## src/rtl/sensor_conditioner.sv

```systemverilog
// Conditions the raw vehicle-loop inputs of roads A and B into clean request levels:
// 2-FF synchroniser, debounce FSM, request latch held until served, saturating car counter.
module sensor_conditioner #(
  parameter int DEBOUNCE = 4,
  parameter int CNT_W    = 8
) (
  input  logic             clk,
  input  logic             rst,
  input  logic             raw_a,
  input  logic             raw_b,
  input  logic             ga,
  input  logic             gb,
  input  logic             clr_cnt,
  output logic             sa,
  output logic             sb,
  output logic             det_a,
  output logic             det_b,
  output logic [CNT_W-1:0] cnt_a,
  output logic [CNT_W-1:0] cnt_b
);

  localparam int DB_W = $clog2(DEBOUNCE + 1);
  localparam logic [DB_W-1:0] DB_LAST = DB_W'(DEBOUNCE - 1);
  localparam logic [DB_W-1:0] DB_ONE  = DB_W'(1);

  typedef enum logic [1:0] {IDLE, RISE, HIGH, FALL} db_state_t;

  logic [1:0]       raw;
  logic [1:0]       green;
  logic [1:0]       det_v;
  logic [1:0]       req_v;
  logic [CNT_W-1:0] cnt_v [2];

  assign raw   = {raw_b, raw_a};
  assign green = {gb, ga};

  generate
    for (genvar gi = 0; gi < 2; gi++) begin : g_road
      logic             s1;
      logic             s2;
      logic             det;
      logic             req;
      logic             rise;
      db_state_t        state;
      logic [DB_W-1:0]  db_cnt;
      logic [CNT_W-1:0] cnt;

      // One-cycle strobe on the RISE->HIGH transition; drives latch and counter.
      assign rise = (state == RISE) && s2 && (db_cnt == DB_LAST);

      always_ff @(posedge clk) begin
        if (rst) begin
          s1     <= 1'b0;
          s2     <= 1'b0;
          det    <= 1'b0;
          req    <= 1'b0;
          state  <= IDLE;
          db_cnt <= '0;
          cnt    <= '0;
        end else begin
          s1 <= raw[gi];
          s2 <= s1;

          case (state)
            IDLE: begin
              if (s2) begin
                state  <= RISE;
                db_cnt <= DB_ONE;
              end
            end
            RISE: begin
              if (!s2) begin
                state  <= IDLE;
                db_cnt <= '0;
              end else if (db_cnt == DB_LAST) begin
                state  <= HIGH;
                det    <= 1'b1;
                db_cnt <= '0;
              end else begin
                db_cnt <= db_cnt + DB_ONE;
              end
            end
            HIGH: begin
              if (!s2) begin
                state  <= FALL;
                db_cnt <= DB_ONE;
              end
            end
            FALL: begin
              if (s2) begin
                state  <= HIGH;
                db_cnt <= '0;
              end else if (db_cnt == DB_LAST) begin
                state  <= IDLE;
                det    <= 1'b0;
                db_cnt <= '0;
              end else begin
                db_cnt <= db_cnt + DB_ONE;
              end
            end
            default: begin
              state  <= IDLE;
              db_cnt <= '0;
            end
          endcase

          // A new arrival beats a simultaneous "served and gone" clear.
          if (rise) begin
            req <= 1'b1;
          end else if (green[gi] && !det) begin
            req <= 1'b0;
          end

          if (clr_cnt) begin
            cnt <= '0;
          end else if (rise && (cnt != '1)) begin
            cnt <= cnt + 1'b1;
          end
        end
      end

      assign det_v[gi] = det;
      assign req_v[gi] = req;
      assign cnt_v[gi] = cnt;
    end
  endgenerate

  assign sa    = req_v[0];
  assign sb    = req_v[1];
  assign det_a = det_v[0];
  assign det_b = det_v[1];
  assign cnt_a = cnt_v[0];
  assign cnt_b = cnt_v[1];

endmodule

```

## config.mk

```make
export PLATFORM = sky130hd
export DESIGN_NAME = sensor_conditioner
export DESIGN_NICKNAME = d
export VERILOG_FILES = /design/src/rtl/sensor_conditioner.sv
export SDC_FILE = /design/constraint.sdc
export NUM_CORES = 1
export LEC_CHECK = 0
export CAP_MARGIN = 20
export CORE_ASPECT_RATIO = 0.8
export CORE_UTILIZATION = 54
export CTS_BUF_LIST = sky130_fd_sc_hd__clkbuf_8
export CTS_CLUSTER_DIAMETER = 60
export DETAILED_ROUTE_END_ITERATION = 7
export HOLD_SLACK_MARGIN = 0.15
export PLACE_DENSITY = 0.91
export SLEW_MARGIN = 40
export SYNTH_ARGS = -nofsm -noshare
export SYNTH_HDL_FRONTEND = slang
export SYNTH_SLANG_ARGS = --single-unit
export TNS_END_PERCENT = 30
```

## constraint.sdc

```tcl
create_clock -name clk -period 2 [get_ports clk]
set_input_delay 0.6 -clock clk [delete_from_list [all_inputs] [get_ports clk]]
set_output_delay 0.6 -clock clk [all_outputs]
set_load 0.02 [all_outputs]
```

==> results of run 1 <==
## area by class of cell
type	instances	area [um^2]	share of cell area [%]
Multi-Input combinational cell	125	785	40.8
Tap cell	36	45.0	2.34
Clock buffer	8	110	5.73
Sequential cell	34	681	35.4
Timing Repair Buffer	28	280	14.6
Inverter	6	22.5	1.17
## cell usage after synthesis (2+ instances only)
master	instances	area (um^2)
o21ai_0	5	25.0
dfxtp_1	34	681
inv_1	6	22.5
nand3b_1	2	15.0
o41ai_1	2	17.5
nand3_1	8	40.0
xnor2_1	2	17.5
clkbuf_1	2	7.51
nor2b_1	6	37.5
nand4_1	4	25.0
or3_1	2	12.5
nor2_1	17	63.8
or4_1	2	15.0
xor2_1	4	35.0
a21oi_1	11	55.1
o21a_1	2	15.0
ha_1	4	50.1
nor3_1	5	25.0
and3b_1	2	17.5
mux2i_1	3	30.0
nand2_1	15	56.3
o211ai_1	5	37.5
and3_1	3	18.8
nand2b_1	3	18.8
buf_1	2	7.51
a31oi_1	2	12.5
a211oi_1	2	15.0
## final timing paths
kind	to	from	cells after the start	slack, ps
worst max register to register	cnt_a[7]	g_road[0].db_cnt[1]	5	260
worst min register to register	g_road[0].s2	g_road[0].s1	1	440
worst max-delay path	cnt_b[2]	cnt_b[2]	1	40
worst min-delay path	g_road[0].s2	g_road[0].s1	1	440
## kinds of logic after synthesis
family          Yosys count  share of synthesized area (%)
flops                    34                           45.1
mux                       3                           1.99
simple gates             76                           27.4
fa+ha+maj                 4                           3.32
xor+xnor                  6                           3.49
buf+inv                  11                           2.82
compound gates           36                           15.9
## flip-flops by register name, indices dropped and copies added, names as in the netlist, named ones only
| signal | flops |
|---|---|
| cnt_b | 8 |
| cnt_a | 8 |
| g_road.state | 2 |
| det_b | 1 |
| g_road.s2 | 2 |
| sa | 1 |
| g_road.db_cnt | 6 |
| det_a | 1 |
| sb | 1 |
| g_road.s1 | 2 |
## stage by stage
stage / setup slack [ps] / total power [mW] / instance area, um^2 / util [%] / hold slack, ps
6_report: 44.6 / 1.36 / 1920 / 75.6 / 444
3_3_place_gp: 96.9 / 0.779 / 1810 / 71.1 / 422
3_5_place_dp: 35.2 / 0.783 / 1810 / 71.1 / 431
2_1_floorplan: 401 / 0.753 / 1510 / - / 414
4_1_cts: 18.4 / 1.37 / 1920 / 75.3 / 454
5_1_grt: 4.91 / 1.41 / 1920 / 75.6 / 460
## per-layer routing
metal | vias to the layer above | share of wire, %
li1 | 678 | -
met4 | 0 | 2.4
met5 | - | 0
met1 | 639 | 43
met3 | 14 | 6.3
met2 | 57 | 48
## where the power goes
group	internal (mW)	switching, mW
sequential	0.688	0.0104
clock	0.347	0.244
combinational	0.0352	0.0354
==> impl_metrics.tcl, run 1 <==
set metrics [dict create \
    finalSetupViolations 0 \
    slowest_delay_ps 640 \
    drt_first_iter_violations 136 \
    drv_cap 0 \
    cts-hold-fix-buffers 0 \
    pin_count 27 \
    post-route-drc-count 0 \
    cellLeakagePower_nw 0.795 \
    syn_avg_cell_area_um2 8.87 \
    hold_viol_final 0 \
    place_hpwl_um 2340 \
    maxSlewViolCount 0 \
    cp.required_ps 1400 \
    powerDensity_mw_per_mm2 708 \
    synth.distinct_cells 42 \
    grt_max_degree 19 \
    grt_antenna_before_repair 0 \
    cts_tree "built" \
    slew_headroom_pct 68.3 \
    wl_per_cell_um 14.2 \
    area_growth_syn_to_layout_pct 27.6 \
    synth_edf_count 0 \
    insertedDiodeCount 0 \
    initial_core_util_pct 59.3 \
    layout_common_cells "34 x dfxtp_1, 21 x clkdlybuf4s50_1, 17 x nor2_1" \
    crit_path_cell_trace "clkdlybuf4s50_1" \
    clk_latency_ps 290 \
    synthArstFlopShare_pct 0 \
    clock_sinks 34 \
    end_kind "output port" \
    die_h_um 49.3 \
    tns_ps 0 \
    core_mm2 0.00254 \
    drive_gt1_share_pct 6.97 \
    path_max_fanout 5 \
    critPathBufInv 1 \
    grtUsageTotal_pct 26.2 \
    max-vdd-ir-drop_v 0.000612 \
    synth_flop_cell "dfxtp_1" \
    grt_pass1_wl_um 5830 \
    yosys_warnings 0 \
    floorplan.die_area_mm2 0.00301 \
    post_cts_buffers 0 \
    cpMaxStageDelayCell "clkdlybuf4s50_1" \
    die_x_um 61.1 \
    via_count 1388 \
    finalWorstPathRequiredPeriod_ps 1960 \
    finalClockSkew_ps 5.12 \
    grt_pass1_vias 1353 \
    io_buffers 26 \
    clock.fmax_ghz 0.511 \
    viasPerCell 5.86 \
    wl_um 3370 \
    cts_made_buffers 5 \
    first_pass_iters 4 \
    outcome "completed" \
    fin_nets 211 \
    clk_pin_slew_ps 70 \
    cts_buffer_depth 2 \
    criticalPathCategory "reg2out" \
    ant_nets 0 \
    netlist_instances 170 \
    crit_arrival_ps 1360 \
    crit_path_start_kind "flip-flop" \
    post_cts_resized 2 \
    synth.ff_latch_count 34 \
    finalCritPeriodShare_pct 97.8 \
    final.fill_count 188 \
    htreeDepth 2 \
    routabilityCongestion 0.908 \
    mostFrequentLayoutCell "dfxtp_1" \
    overflow 0 \
    tightest_slew_ps 471 \
    rows 16 \
    synthesis.nets 181 \
    grtUsageMet3_pct 7.43 \
    rsz0062_at_grt "no" \
    use_met2_pct 40.0 \
    clockRootBuffer "clkbuf_8" \
    top_usage_layer "met2" \
    fin_cells 237 \
    ys_seq_area_share_pct 45.1 \
    synth_area_mm2 0.00151 \
    met1_usage_pct 33.6 \
    hold_class "reg2reg" \
    placed_cells 229 \
    crit_family "buffers and inverters" \
]
No activity file was read; power rests on OpenSTA's default activity.
==> run 2, diff against run 1 <==
--- a/config.mk
+++ b/config.mk
@@ -13,6 +13,7 @@
 export DETAILED_ROUTE_END_ITERATION = 7
 export HOLD_SLACK_MARGIN = 0.15
 export PLACE_DENSITY = 0.91
+export SETUP_SLACK_MARGIN = 0.2
 export SLEW_MARGIN = 40
 export SYNTH_ARGS = -nofsm -noshare
 export SYNTH_HDL_FRONTEND = slang
==> run 2 against run 1 <==
Fmax up 2.0%. Clock-buffer cell count unchanged. Design area unchanged. Critical path depth unchanged. Clock skew up 0.92 ps. First-iteration DRC count up 3.7%. Sequential share of layout area unchanged. Power up 0.19%. Critical endpoint is now cnt_b[6]. Largest power group unchanged.
==> impl_metrics.tcl, run 2 (synthesis results as in run 1) <==
set metrics [dict create \
    outcome "completed" \
    area_growth_syn_to_layout_pct 27.6 \
    io_buffers 26 \
    final.fill_count 189 \
    overflow 0 \
    cts_tree "built" \
    finalClockSkew_ps 6.04 \
    layout_common_cells "34 x dfxtp_1, 17 x nor2_1, 15 x nand2_1, 15 x clkdlybuf4s50_1, 11 x a21oi_1" \
    cts_made_buffers 5 \
    rows 16 \
    fin_nets 211 \
    cp.required_ps 1400 \
    viasPerCell 5.80 \
    crit_path_cell_trace "clkdlybuf4s50_1" \
    crit_arrival_ps 1320 \
    report.power.total_mw 1.36 \
    maxSlewViolCount 0 \
    path_max_fanout 5 \
    grt_pass1_wl_um 5830 \
    grt_pass1_vias 1353 \
    cts_buffer_depth 2 \
    slowest_delay_ps 630 \
    finalCritPeriodShare_pct 95.9 \
    rsz0062_at_grt "yes" \
    routabilityCongestion 0.908 \
    hold_class "reg2reg" \
    clock_sinks 34 \
    powerDensity_mw_per_mm2 709 \
    cts-hold-fix-buffers 0 \
    finalSetupViolations 0 \
    grt_max_degree 19 \
    floorplan.die_area_mm2 0.00301 \
    whs_ps 444 \
    clk_latency_ps 290 \
    slew_headroom_pct 69.5 \
    critPathBufInv 1 \
    drt_first_iter_violations 141 \
    first_pass_iters 4 \
    final_util_pct 75.6 \
    clk_pin_slew_ps 70 \
    clock.fmax_ghz 0.522 \
    rrSetupSlack_ps 260 \
    die_h_um 49.3 \
    initial_core_util_pct 59.3 \
    wl_um 3370 \
    cpMaxStageDelayCell "clkdlybuf4s50_1" \
    mostFrequentLayoutCell "dfxtp_1" \
    pin_count 27 \
    core_mm2 0.00254 \
    post-route-drc-count 0 \
    drive_gt1_share_pct 6.97 \
    placed_cells 229 \
    end_kind "output port" \
    place_hpwl_um 2340 \
    via_count 1374 \
    cellLeakagePower_nw 0.852 \
    tightest_slew_ps 455 \
    tns_ps 0 \
    die_x_um 61.1 \
    grtUsageTotal_pct 26.2 \
    insertedDiodeCount 0 \
    clockRootBuffer "clkbuf_8" \
    finalWorstPathRequiredPeriod_ps 1920 \
    max-vdd-ir-drop_v 0.000616 \
    crit_path_start_kind "flip-flop" \
    ant_nets 0 \
    htreeDepth 2 \
    fin_cells 237 \
    hold_viol_final 0 \
    wl_per_cell_um 14.2 \
    crit_family "buffers and inverters" \
    criticalPathCategory "reg2out" \
    grt_antenna_before_repair 0 \
    drv_cap 0 \
]
[run 2: cell types whose count changed in the layout (fill, tap and decap cells not counted), sizes merged]
| cell | change |
|---|---|
| clkdlybuf4s50 | -6 |
| dlygate4sd2 | +4 |
| dlymetal6s2s | +2 |
[run 2: metrics by stage]
stage          setup WS [ps]  cell area (um^2)
6_report                82.6              1920
5_1_grt                 53.8              1920
4_1_cts                 52.2              1910
3_5_place_dp            35.2              1810
3_3_place_gp            96.9              1810
2_1_floorplan            401              1510
[run 2: per-layer routing]
layer,global-route usage (%),wire length (um),up-vias
met5,0,0,-
met3,7.43,213,7
met1,33.6,1450,641
met4,12.5,46,0
li1,-,-,675
met2,40.0,1650,51
[run 2: layout make-up]
class | instances | area (um^2) | share of cell area, %
multi-input combinational | 125 | 785 | 40.8
tap | 36 | 45.0 | 2.34
inverter | 6 | 22.5 | 1.17
sequential | 34 | 681 | 35.4
timing repair buffer | 28 | 280 | 14.6
clock buffer | 8 | 110 | 5.73
[run 2: repair_timing]
item,4_1_cts,5_1_grt
endpoints found under the hold margin,0,0
setup endpoints to repair,20,18
setup buffers,0,0
gates cloned,0,0
resized for setup,6,5
pin swaps,0,0
[run 2: final timing paths]
path	start	to	depth (start not counted)
hold reg to reg	g_road[0].s1	g_road[0].s2	1
setup / recovery	cnt_b[6]	cnt_b[6]	1
setup reg to reg	g_road[0].db_cnt[1]	cnt_a[7]	5
hold / removal	g_road[0].s1	g_road[0].s2	1
[run 2: power breakdown]
part           internal [mW]  switching (mW)  total, mW
registers              0.688          0.0105      0.698
logic                 0.0352          0.0353     0.0706
clock network          0.347           0.247      0.594
total                   1.07           0.293       1.36
==> run 3, diff against run 2 <==
--- a/config.mk
+++ b/config.mk
@@ -7,12 +7,13 @@
 export LEC_CHECK = 0
 export CAP_MARGIN = 20
 export CORE_ASPECT_RATIO = 0.8
-export CORE_UTILIZATION = 54
+export CORE_UTILIZATION = 55
 export CTS_BUF_LIST = sky130_fd_sc_hd__clkbuf_8
 export CTS_CLUSTER_DIAMETER = 60
 export DETAILED_ROUTE_END_ITERATION = 7
+export DONT_BUFFER_PORTS = 1
 export HOLD_SLACK_MARGIN = 0.15
-export PLACE_DENSITY = 0.91
+export PLACE_DENSITY = 0.79
 export SETUP_SLACK_MARGIN = 0.2
 export SLEW_MARGIN = 40
 export SYNTH_ARGS = -nofsm -noshare
==> run 3 against run 2 <==
Die area down 1.7%. Highest routed layer unchanged. Global-route usage down 3.6 points. Sequential share of layout area up 5.3 points.
==> impl_metrics.tcl, run 3 (synthesis results as in run 1) <==
set metrics [dict create \
    critPathBufInv 0 \
    tns_ps 0 \
    rows 16 \
    drive_gt1_share_pct 10.0 \
    clockRootBuffer "clkbuf_8" \
    crit_family "simple AND/OR/NAND/NOR gates" \
    max-vdd-ir-drop_v 0.000490 \
    die_x_um 60.5 \
    hold_viol_final 0 \
    drt_first_iter_violations 69 \
    cts_made_buffers 5 \
    powerDensity_mw_per_mm2 714 \
    grt_max_degree 22 \
    mostFrequentLayoutCell "dfxtp_1" \
    whs_ps 381 \
    overflow 0 \
    first_pass_iters 4 \
    wl_per_cell_um 14.1 \
    fin_area_mm2 0.00167 \
    hold_class "in2reg" \
    slew_headroom_pct 70.5 \
    crit_path_cell_trace "ha_1, nand3b_1, nor4b_2, a31oi_1, a41o_1" \
    crit_arrival_ps 1910 \
    via_count 1287 \
    layout_common_cells "34 x dfxtp_1, 17 x nor2_1, 15 x nand2_1" \
    cp.required_ps 2170 \
    finalWorstPathRequiredPeriod_ps 1730 \
    placed_area_mm2 0.00159 \
    post_cts_buffers 0 \
    end_kind "flip-flop" \
    post-route-drc-count 0 \
    ant_nets 0 \
    cts_tree "built" \
    wl_um 3050 \
    maxSlewViolCount 0 \
    grt_pass1_vias 1153 \
    floorplan.die_area_mm2 0.00296 \
    grt_pass1_wl_um 4850 \
    die_h_um 48.8 \
    fin_nets 191 \
    core_mm2 0.00252 \
    clk_pin_slew_ps 60 \
    path_depth 5 \
    drv_cap 0 \
    cpMaxStageDelayCell "nor4b_2" \
    worstHoldPathCells 1 \
    place_hpwl_um 2230 \
    routabilityCongestion 0.915 \
    pin_count 27 \
    rr_worst_depth 5 \
    cts_buffer_depth 2 \
    slowest_delay_ps 490 \
    criticalPathCategory "reg2reg" \
    grt_antenna_before_repair 0 \
    clock_sinks 34 \
    outcome "completed" \
    area_growth_syn_to_layout_pct 11.0 \
    tightest_slew_ps 441 \
    grtUsageTotal_pct 22.6 \
    io_buffers 0 \
    finalClockSkew_ps 4.78 \
    finalSetupViolations 0 \
    viasPerCell 5.96 \
    clock.fmax_ghz 0.577 \
    initial_core_util_pct 59.8 \
    rsz0062_at_grt "no" \
    path_max_fanout 5 \
    crit_path_start_kind "flip-flop" \
    insertedDiodeCount 0 \
    htreeDepth 2 \
    cellLeakagePower_nw 0.660 \
    finalCritPeriodShare_pct 86.7 \
    clk_latency_ps 280 \
]
==> run 3: final timing paths <==
check | to | slack, ps | startpoint
worst min-delay path | sa | 380 | rst
worst min register to register | g_road[0].s2 | 430 | g_road[0].s1
worst max register to register | cnt_b[6] | 270 | g_road[1].db_cnt[0]
worst max-delay path | cnt_b[6] | 270 | g_road[1].db_cnt[0]
==> run 3: where the power goes <==
part	total, mW	internal [mW]	switching (mW)
Combinational	0.0400	0.0181	0.0219
Sequential	0.704	0.688	0.0156
Clock	0.451	0.229	0.223
==> run 3: layer usage <==
metal | vias to the layer above | global-route usage (%) | part of all wire (%)
met3 | 5 | 11.4 | 6.9
met4 | 0 | 10.6 | 1.7
li1 | 632 | - | -
met5 | - | 0 | 0
met1 | 604 | 25.6 | 43
met2 | 46 | 35.0 | 48
==> run 3: layout make-up <==
type | instances | area (um^2)
tap | 36 | 45.0
multi-input combinational | 125 | 790
sequential | 34 | 681
fill | 230 | 848
clock inverter | 2 | 7.51
clock buffer | 5 | 68.8
timing repair buffer | 8 | 60.1
inverter | 6 | 22.5
==> run 3: through the flow <==
| stage | util [%] | setup WS (ps) | cells | total power, mW |
|---|---|---|---|---|
| 3_5_place_dp | 63.1 | 316 | 209 | 0.758 |
| 6_report | 66.4 | 267 | 216 | 1.20 |
| 2_1_floorplan | - | 401 | 170 | 0.753 |
| 3_3_place_gp | 63.1 | 335 | 209 | 0.756 |
| 5_1_grt | 66.4 | 204 | 216 | 1.25 |
| 4_1_cts | 66.2 | 296 | 216 | 1.21 |
==> run 3: worst register-to-register path: stages (launching register included) <==
cell	delay (ps)
dfxtp_1	350
ha_1	210
nand3b_1	220
nor4b_2	490
a31oi_1	140
a41o_1	220
==> run 3: repair_timing <==
item,4_1_cts,5_1_grt
hold buffers,0,0
gates resized for setup,0,1
setup endpoints to repair,0,1
